`config.mk`:
```
export PLATFORM = sky130hd
export DESIGN_NAME = key_debounce_ctrl_flat
export DESIGN_NICKNAME = d
export VERILOG_FILES = /design/src/rtl/key_debounce_if.sv /design/src/rtl/key_debounce_ctrl.sv /design/src/flat_wrapper.sv
export SDC_FILE = /design/constraint.sdc
export NUM_CORES = 1
export LEC_CHECK = 0
export CAP_MARGIN = 25
export CORE_AREA = 10 10 127 129
export CTS_CLUSTER_SIZE = 10
export DETAILED_ROUTE_END_ITERATION = 7
export DIE_AREA = 0 0 137 139
export DONT_BUFFER_PORTS = 1
export GPL_ROUTABILITY_DRIVEN = 0
export RECOVER_POWER = 50
export REMOVE_ABC_BUFFERS = 1
export SYNTH_ARGS = -nofsm -noshare
export SYNTH_HDL_FRONTEND = slang
export SYNTH_SLANG_ARGS = --single-unit
```
`constraint.sdc`:
```
create_clock -name clk -period 9 [get_ports clk]
set_input_delay 1.8 -clock clk [delete_from_list [all_inputs] [get_ports clk]]
set_output_delay 1.8 -clock clk [all_outputs]
set_load 0.005 [all_outputs]
```
`src/rtl/key_debounce_if.sv`:
```
// Key conditioning bus: raw buttons in, debounced levels, command pulses and run mode out.
interface key_debounce_if #(
  parameter int NKEYS = 4
) ();
  logic [NKEYS-1:0] key_raw;
  logic [NKEYS-1:0] key_level;
  logic [NKEYS-1:0] key_press;
  logic [NKEYS-1:0] key_release;
  logic [NKEYS-1:0] key_long;
  logic             run_state;

  modport master (
    output key_raw,
    input  key_level, key_press, key_release, key_long, run_state
  );

  modport slave (
    input  key_raw,
    output key_level, key_press, key_release, key_long, run_state
  );
endinterface

```
`src/rtl/key_debounce_ctrl.sv`:
```
// Push-button conditioner: 2-FF sync, shared tick prescaler, per-key debounce,
// press/release/long pulses and a STOP/RUN mode toggled by key 0.
//
//   state   | meaning
//   ST_STOP | run_state = 0, waiting for key_press[0]
//   ST_RUN  | run_state = 1, waiting for key_press[0]
module key_debounce_ctrl #(
  parameter int NKEYS        = 4,
  parameter int TICK_DIV     = 99999,
  parameter int STABLE_TICKS = 20,
  parameter int LONG_TICKS   = 1000
) (
  input  logic           clk,
  input  logic           reset,
  key_debounce_if.slave  bus
);

  localparam int TW = (TICK_DIV > 0) ? $clog2(TICK_DIV + 1) : 1;
  localparam int DW = $clog2(STABLE_TICKS);
  localparam int HW = $clog2(LONG_TICKS + 1);

  localparam logic [TW-1:0] TICK_LAST = TW'(TICK_DIV);
  localparam logic [DW-1:0] DB_LAST   = DW'(STABLE_TICKS - 1);
  localparam logic [HW-1:0] HOLD_MAX  = HW'(LONG_TICKS);
  localparam logic [HW-1:0] HOLD_LAST = HW'(LONG_TICKS - 1);

  typedef enum logic {ST_STOP, ST_RUN} state_t;

  logic [NKEYS-1:0] r_sync1;
  logic [NKEYS-1:0] r_sync2;
  logic [TW-1:0]    r_tick_cnt;
  logic             w_tick;
  logic [DW-1:0]    r_db_cnt   [NKEYS];
  logic [HW-1:0]    r_hold_cnt [NKEYS];
  logic [NKEYS-1:0] r_level;
  logic [NKEYS-1:0] r_level_q;
  logic [NKEYS-1:0] r_press;
  logic [NKEYS-1:0] r_release;
  logic [NKEYS-1:0] r_long;
  state_t           r_state;
  state_t           w_state_next;

  always_ff @(posedge clk or posedge reset) begin
    if (reset) begin
      r_sync1 <= '0;
      r_sync2 <= '0;
    end else begin
      r_sync1 <= bus.key_raw;
      r_sync2 <= r_sync1;
    end
  end

  assign w_tick = (r_tick_cnt == TICK_LAST);

  always_ff @(posedge clk or posedge reset) begin
    if (reset) begin
      r_tick_cnt <= '0;
    end else if (w_tick) begin
      r_tick_cnt <= '0;
    end else begin
      r_tick_cnt <= r_tick_cnt + 1'b1;
    end
  end

  // Any agreeing sample restarts the count, so only an unbroken run of
  // STABLE_TICKS differing ticks can move the accepted level.
  always_ff @(posedge clk or posedge reset) begin
    if (reset) begin
      r_level <= '0;
      for (int i = 0; i < NKEYS; i++) begin
        r_db_cnt[i] <= '0;
      end
    end else begin
      for (int i = 0; i < NKEYS; i++) begin
        if (r_sync2[i] == r_level[i]) begin
          r_db_cnt[i] <= '0;
        end else if (w_tick) begin
          if (r_db_cnt[i] == DB_LAST) begin
            r_level[i]  <= ~r_level[i];
            r_db_cnt[i] <= '0;
          end else begin
            r_db_cnt[i] <= r_db_cnt[i] + 1'b1;
          end
        end
      end
    end
  end

  always_ff @(posedge clk or posedge reset) begin
    if (reset) begin
      r_level_q <= '0;
      r_press   <= '0;
      r_release <= '0;
    end else begin
      r_level_q <= r_level;
      r_press   <= r_level & ~r_level_q;
      r_release <= ~r_level & r_level_q;
    end
  end

  // Saturating hold counter: the pulse fires only on the step into LONG_TICKS.
  always_ff @(posedge clk or posedge reset) begin
    if (reset) begin
      r_long <= '0;
      for (int i = 0; i < NKEYS; i++) begin
        r_hold_cnt[i] <= '0;
      end
    end else begin
      r_long <= '0;
      for (int i = 0; i < NKEYS; i++) begin
        if (!r_level[i]) begin
          r_hold_cnt[i] <= '0;
        end else if (w_tick && (r_hold_cnt[i] != HOLD_MAX)) begin
          r_hold_cnt[i] <= r_hold_cnt[i] + 1'b1;
          r_long[i]     <= (r_hold_cnt[i] == HOLD_LAST);
        end
      end
    end
  end

  always_ff @(posedge clk or posedge reset) begin
    if (reset) begin
      r_state <= ST_STOP;
    end else begin
      r_state <= w_state_next;
    end
  end

  always_comb begin
    w_state_next = r_state;
    case (r_state)
      ST_STOP: if (r_press[0]) w_state_next = ST_RUN;
      ST_RUN:  if (r_press[0]) w_state_next = ST_STOP;
      default: w_state_next = ST_STOP;
    endcase
  end

  assign bus.key_level   = r_level;
  assign bus.key_press   = r_press;
  assign bus.key_release = r_release;
  assign bus.key_long    = r_long;
  assign bus.run_state   = (r_state == ST_RUN);

endmodule

```
`src/flat_wrapper.sv`:
```
// flat-port wrapper written by rule: the top's interface ports become plain ports
module key_debounce_ctrl_flat 
#(
  parameter int NKEYS        = 4,
  parameter int TICK_DIV     = 99999,
  parameter int STABLE_TICKS = 20,
  parameter int LONG_TICKS   = 1000
)
  (clk, reset, bus_key_raw, bus_key_level, bus_key_press, bus_key_release, bus_key_long, bus_run_state);
  key_debounce_if #(.NKEYS(NKEYS)) bus_i ();
  input  logic clk;
  input  logic reset;
  input wire logic [$bits(bus_i.key_raw)-1:0] bus_key_raw;
  output wire logic [$bits(bus_i.key_level)-1:0] bus_key_level;
  output wire logic [$bits(bus_i.key_press)-1:0] bus_key_press;
  output wire logic [$bits(bus_i.key_release)-1:0] bus_key_release;
  output wire logic [$bits(bus_i.key_long)-1:0] bus_key_long;
  output wire logic [$bits(bus_i.run_state)-1:0] bus_run_state;
  assign bus_i.key_raw = bus_key_raw;
  assign bus_key_level = bus_i.key_level;
  assign bus_key_press = bus_i.key_press;
  assign bus_key_release = bus_i.key_release;
  assign bus_key_long = bus_i.key_long;
  assign bus_run_state = bus_i.run_state;
  key_debounce_ctrl #(.NKEYS(NKEYS), .TICK_DIV(TICK_DIV), .STABLE_TICKS(STABLE_TICKS), .LONG_TICKS(LONG_TICKS)) u_core (.clk(clk), .reset(reset), .bus(bus_i));
endmodule
```
Yosys cells after proc, flatten, opt, wreduce, memory -nomap -nowiden:

Cells that the tools add are included.

* $add $sub $neg: 9
* eq/ne operators: 21
* multiplexer cells: 32
* bitwise operators: 13
* reductions and logical operators: 12

Operators by type and width (count)
* 10-bit 2-to-1 mux: 8
* 5-bit 2-to-1 mux: 12
* 10-bit by 1-bit adder with 10-bit output, second input constant: 4
* 10-bit == test, second input constant: 4
* 10-bit inequality test, second input constant: 4
* 5-bit by 1-bit adder with 5-bit output, second input constant: 4
* 5-bit == test, second input constant: 4
* 17-bit by 1-bit adder with 17-bit output, second input constant: 1
* 17-bit == test, second input constant: 1
* 17-bit 2-to-1 mux: 1
* 3-bit AND reduction: 4
* 1-bit 2-to-1 mux: 10
* 1-bit inverter: 9
* 4-bit bitwise AND: 2
* 2-bit inequality test, second input constant: 4
* 4-bit inverter: 2
* 2-bit nonzero test: 4
* 1-bit == test: 4
* 1-bit logical AND: 4
* 1-bit case mux with 2 select lines: 1

* flip-flop bits (word level): 106
* output and inout bits: 17
* word-level logic and storage cells: 107

Depth between registers and ports, before layout:

* depth in word-level cells: 4
* depth in mapped cells: 7
* gate-level depth less buffers: 6

Worst setup path before layout:

Ideal clock, no wire load.

* path type: reg-to-output
* from: register u_core.r_level[1], in the netlist u_core.bus.key_level[1]
* to: output bus_key_level[1]
* arrival time: 0.427 ns
* data required time: 7.200 ns
* slack: 6.773 ns
* stages on the path, launching flop included: 1
* buffers on the path: 0
* cells stage by stage: dfrtp_1

RTL lines
* start, declared: line key_debounce_ctrl.sv:35 `logic [NKEYS-1:0] r_level;`
* start signal, assigned by index: line key_debounce_ctrl.sv:79 `r_level[i] <= ~r_level[i];`
* end, declared: line flat_wrapper.sv:14 `output wire logic [$bits(bus_i.key_level)-1:0] bus_key_level;`

No word-level cell between the ends.

==> metrics.txt <==
Clock Sinks 106; Routed wire per std cell 15.74 um; max-cap violations 2; Switching Fraction 21.54%; synthesized flop and latch total 106; worst setup margin 5.524 ns; synthesized area 5355 sq um; first-pass GRT wire length 19290 um; Final Non-Filler Cells 713; Hold/Removal Path Class reg2reg; Gate power share 1.3%; post-DR vias/cell 5.599; crit path capture type async pin; sequential fraction of design power 55.7%; total number of yosys warnings 0; Critical-path top delay cell clkinvlp_2; GRT overflow 0; Req. time, crit path 9.42 ns; die area 19040 sq um; endpoints failing hold 0; Starting Density 39.19%; pin count of the biggest net entering global routing 55; worst-path maximum fanout 54; CTS Hold Bufs 0; Synth Instances 539; Clock transition at path regs 0.07 ns; Buf+Inv Stages, Crit Path 2; total negative slack 0 ns; Hold Path Sink u_core.r_sync2[2]; Yosys top cell area share 49.53%; DP Cell Count 697; DIE WIDTH 137 um; Synth top cells by count dfrtp_1 (106), nand2_1 (62), nand3_1 (35); Final Cycle Share 38.62%; Final #Nets 547; endpoints failing setup 0; Psw 185.1 uW; ANT cells 0; fmax 0.2877 GHz; internal power component 674.2 uW; I/O pin count 23; CTS Buffer Depth 2; clk_lat worst skew 0.35 ns; Detailed Place HPWL 7345 um; Post-DRT Antenna Nets 0; Detailed Routing Iterations Pass 1 5; Area growth, synth to finish 7.897%; max-slew violations 87; hold path depth 0; Post-synth EDFFs 0; layout cells sized above 1 5.816%; 1st-iter DRT viols 305; CTS tree done; Worst Max-Slew Pin Slew 2.318 ns; startpoint types input pin; postcts setup bufs 0; worst hold slack 0.3565 ns; outcome complete, but fails checks; synth top area cells dfrtp_1 (50%), mux2i_1 (5.2%), nand2_1 (4.3%); Worst slew margin -55.36%; clock share of power 42.9%; worst clock skew 0.009651 ns; ys async rst share 100.0%; Post-Route Utilization 42.28%; total power per unit cell area 148.7 nW/um^2; post-synth cell types 42; post-synthesis area per instance 9.935 sq um; dpl ws 5.966 ns; Crit Path Category in2async; crit-path cells clkinvlp_2 -> buf_4; vias in the first global route 3883; initial antenna violation count 0; sequential area share after synthesis 49.53%; Static Leakage 0.002223 uW; r2r worst-path depth 4; Post-CTS Resized 0; I/O Buffers 0; CTS Buf Count 9; final worst path period need 3.476 ns; maximum vdd drop 119.1 uV; total core area 13670 sq um; std cell rows 43; hold_sp u_core.r_sync1[2]; area leader, netlist dfrtp_1; drt drc 0; CTS Root Cell clkbuf_16; via count 3992; reg2reg setup slack 6.07 ns; arrival time worst endpoint 3.89 ns; ys flop type dfrtp_1; failing checks max-capacitance violations, max-slew violations; top-count cell post-synth dfrtp_1; unrepaired setup endpoints after global routing false; total track usage 12.32%; Worst path depth 2; max incr delay on CP 1.29 ns; Final Routed Wirelength 11220 um; cell family with most CP delay buffers and inverters; reg2reg end u_core.bus.key_long[1]; Die Height 139 um; number of H-tree levels 3; r2r startpoint u_core.r_tick_cnt[12]
[final cells by class]
type | instances | area (sq um)
sequential | 106 | 2653
timing repair buffer | 4 | 30.03
clock buffer | 10 | 239.0
tap | 180 | 225.2
inverter | 20 | 76.32
multi-input combinational | 387 | 2517
clock inverter | 6 | 37.54
fill | 1388 | 7888
[flip-flops by register name (all words and copies together), names as in the netlist]
name / cells
u_core.r_hold_cnt: 40
u_core.r_db_cnt: 20
u_core.r_tick_cnt: 17
u_core.bus.key_level: 4
u_core.bus.key_long: 4
u_core.bus.key_press: 4
u_core.bus.key_release: 4
u_core.r_level_q: 4
u_core.r_sync1: 4
u_core.r_sync2: 4
u_core.bus.run_state: 1
[power groups by stage]
| stage | combinational [uW] | sequential [uW] | clock [uW] |
|---|---|---|---|
| global placement | 12.2 | 488 | 0 |
| global route | 13.8 | 479 | 402 |
| finish | 11.3 | 479 | 369 |
| detailed placement | 12.4 | 488 | 0 |
| floorplan | 8.45 | 488 | 0 |
| CTS | 12.4 | 479 | 385 |
[cell families after synthesis]
group | synth area share (%)
adder cells (fa/ha/maj) | 3.037
AO/OA/AOI/OAI | 9.159
flip-flops | 49.53
AND/OR/NAND/NOR | 25.84
XOR/XNOR | 2.944
buffers and inverters | 3.411
multiplexers | 6.075
[through the flow]
stage | power [uW] | area [sq um]
2_1_floorplan | 496.3 | 5248
3_3_place_gp | 500.3 | 5507
3_5_place_dp | 500.5 | 5507
4_1_cts | 876.3 | 5783
5_1_grt | 894.8 | 5778
6_report | 859.2 | 5778
[layout by cell type (no fill, tap or decap), drive strengths merged]
cell type	instances
nor4bb	5
nor3b	3
nor4	24
o21ai	14
xnor2	13
mux2i	28
clkinvlp	1
and2	1
dfrtp	106
o31ai	17
or3	1
nand4b	5
o41ai	6
a31oi	7
nand3b	3
mux2	4
nand2b	22
nor2	20
or4b	1
ha	13
nor2b	17
xor2	5
nand2	62
a31o	3
or2	1
a21boi	5
buf	4
a21oi	16
nand3	35
inv	21
and3b	1
nor3	8
clkinv	4
clkbuf	10
nand4	12
and3	11
nor4b	4
o311ai	6
or4	14
[worst max path at each step]
stage | slack (ns) | end | start
6_report | 5.52 | u_core.r_hold_cnt[5] | reset
5_1_grt | 5.01 | u_core.r_hold_cnt[5] | reset
4_1_cts | 5.95 | bus_key_level[2] | u_core.bus.key_level[2]
3_5_place_dp | 5.97 | u_core.bus.key_press[0] | reset
3_3_place_gp | 5.98 | u_core.r_hold_cnt[8] | reset
2_1_floorplan | 4.41 | u_core.bus.key_level[0] | reset
[per-layer routing]
metal / vias to the layer above / track usage, % / share of wire [%]
met2: 53 / 19.61 / 48
met5: - / 0 / 0
met1: 2000 / 15.63 / 47
li1: 1932 / - / -
met4: 0 / 3.330 / 0.95
met3: 7 / 3.949 / 3.7
No activity file was read; power rests on OpenSTA's default activity.
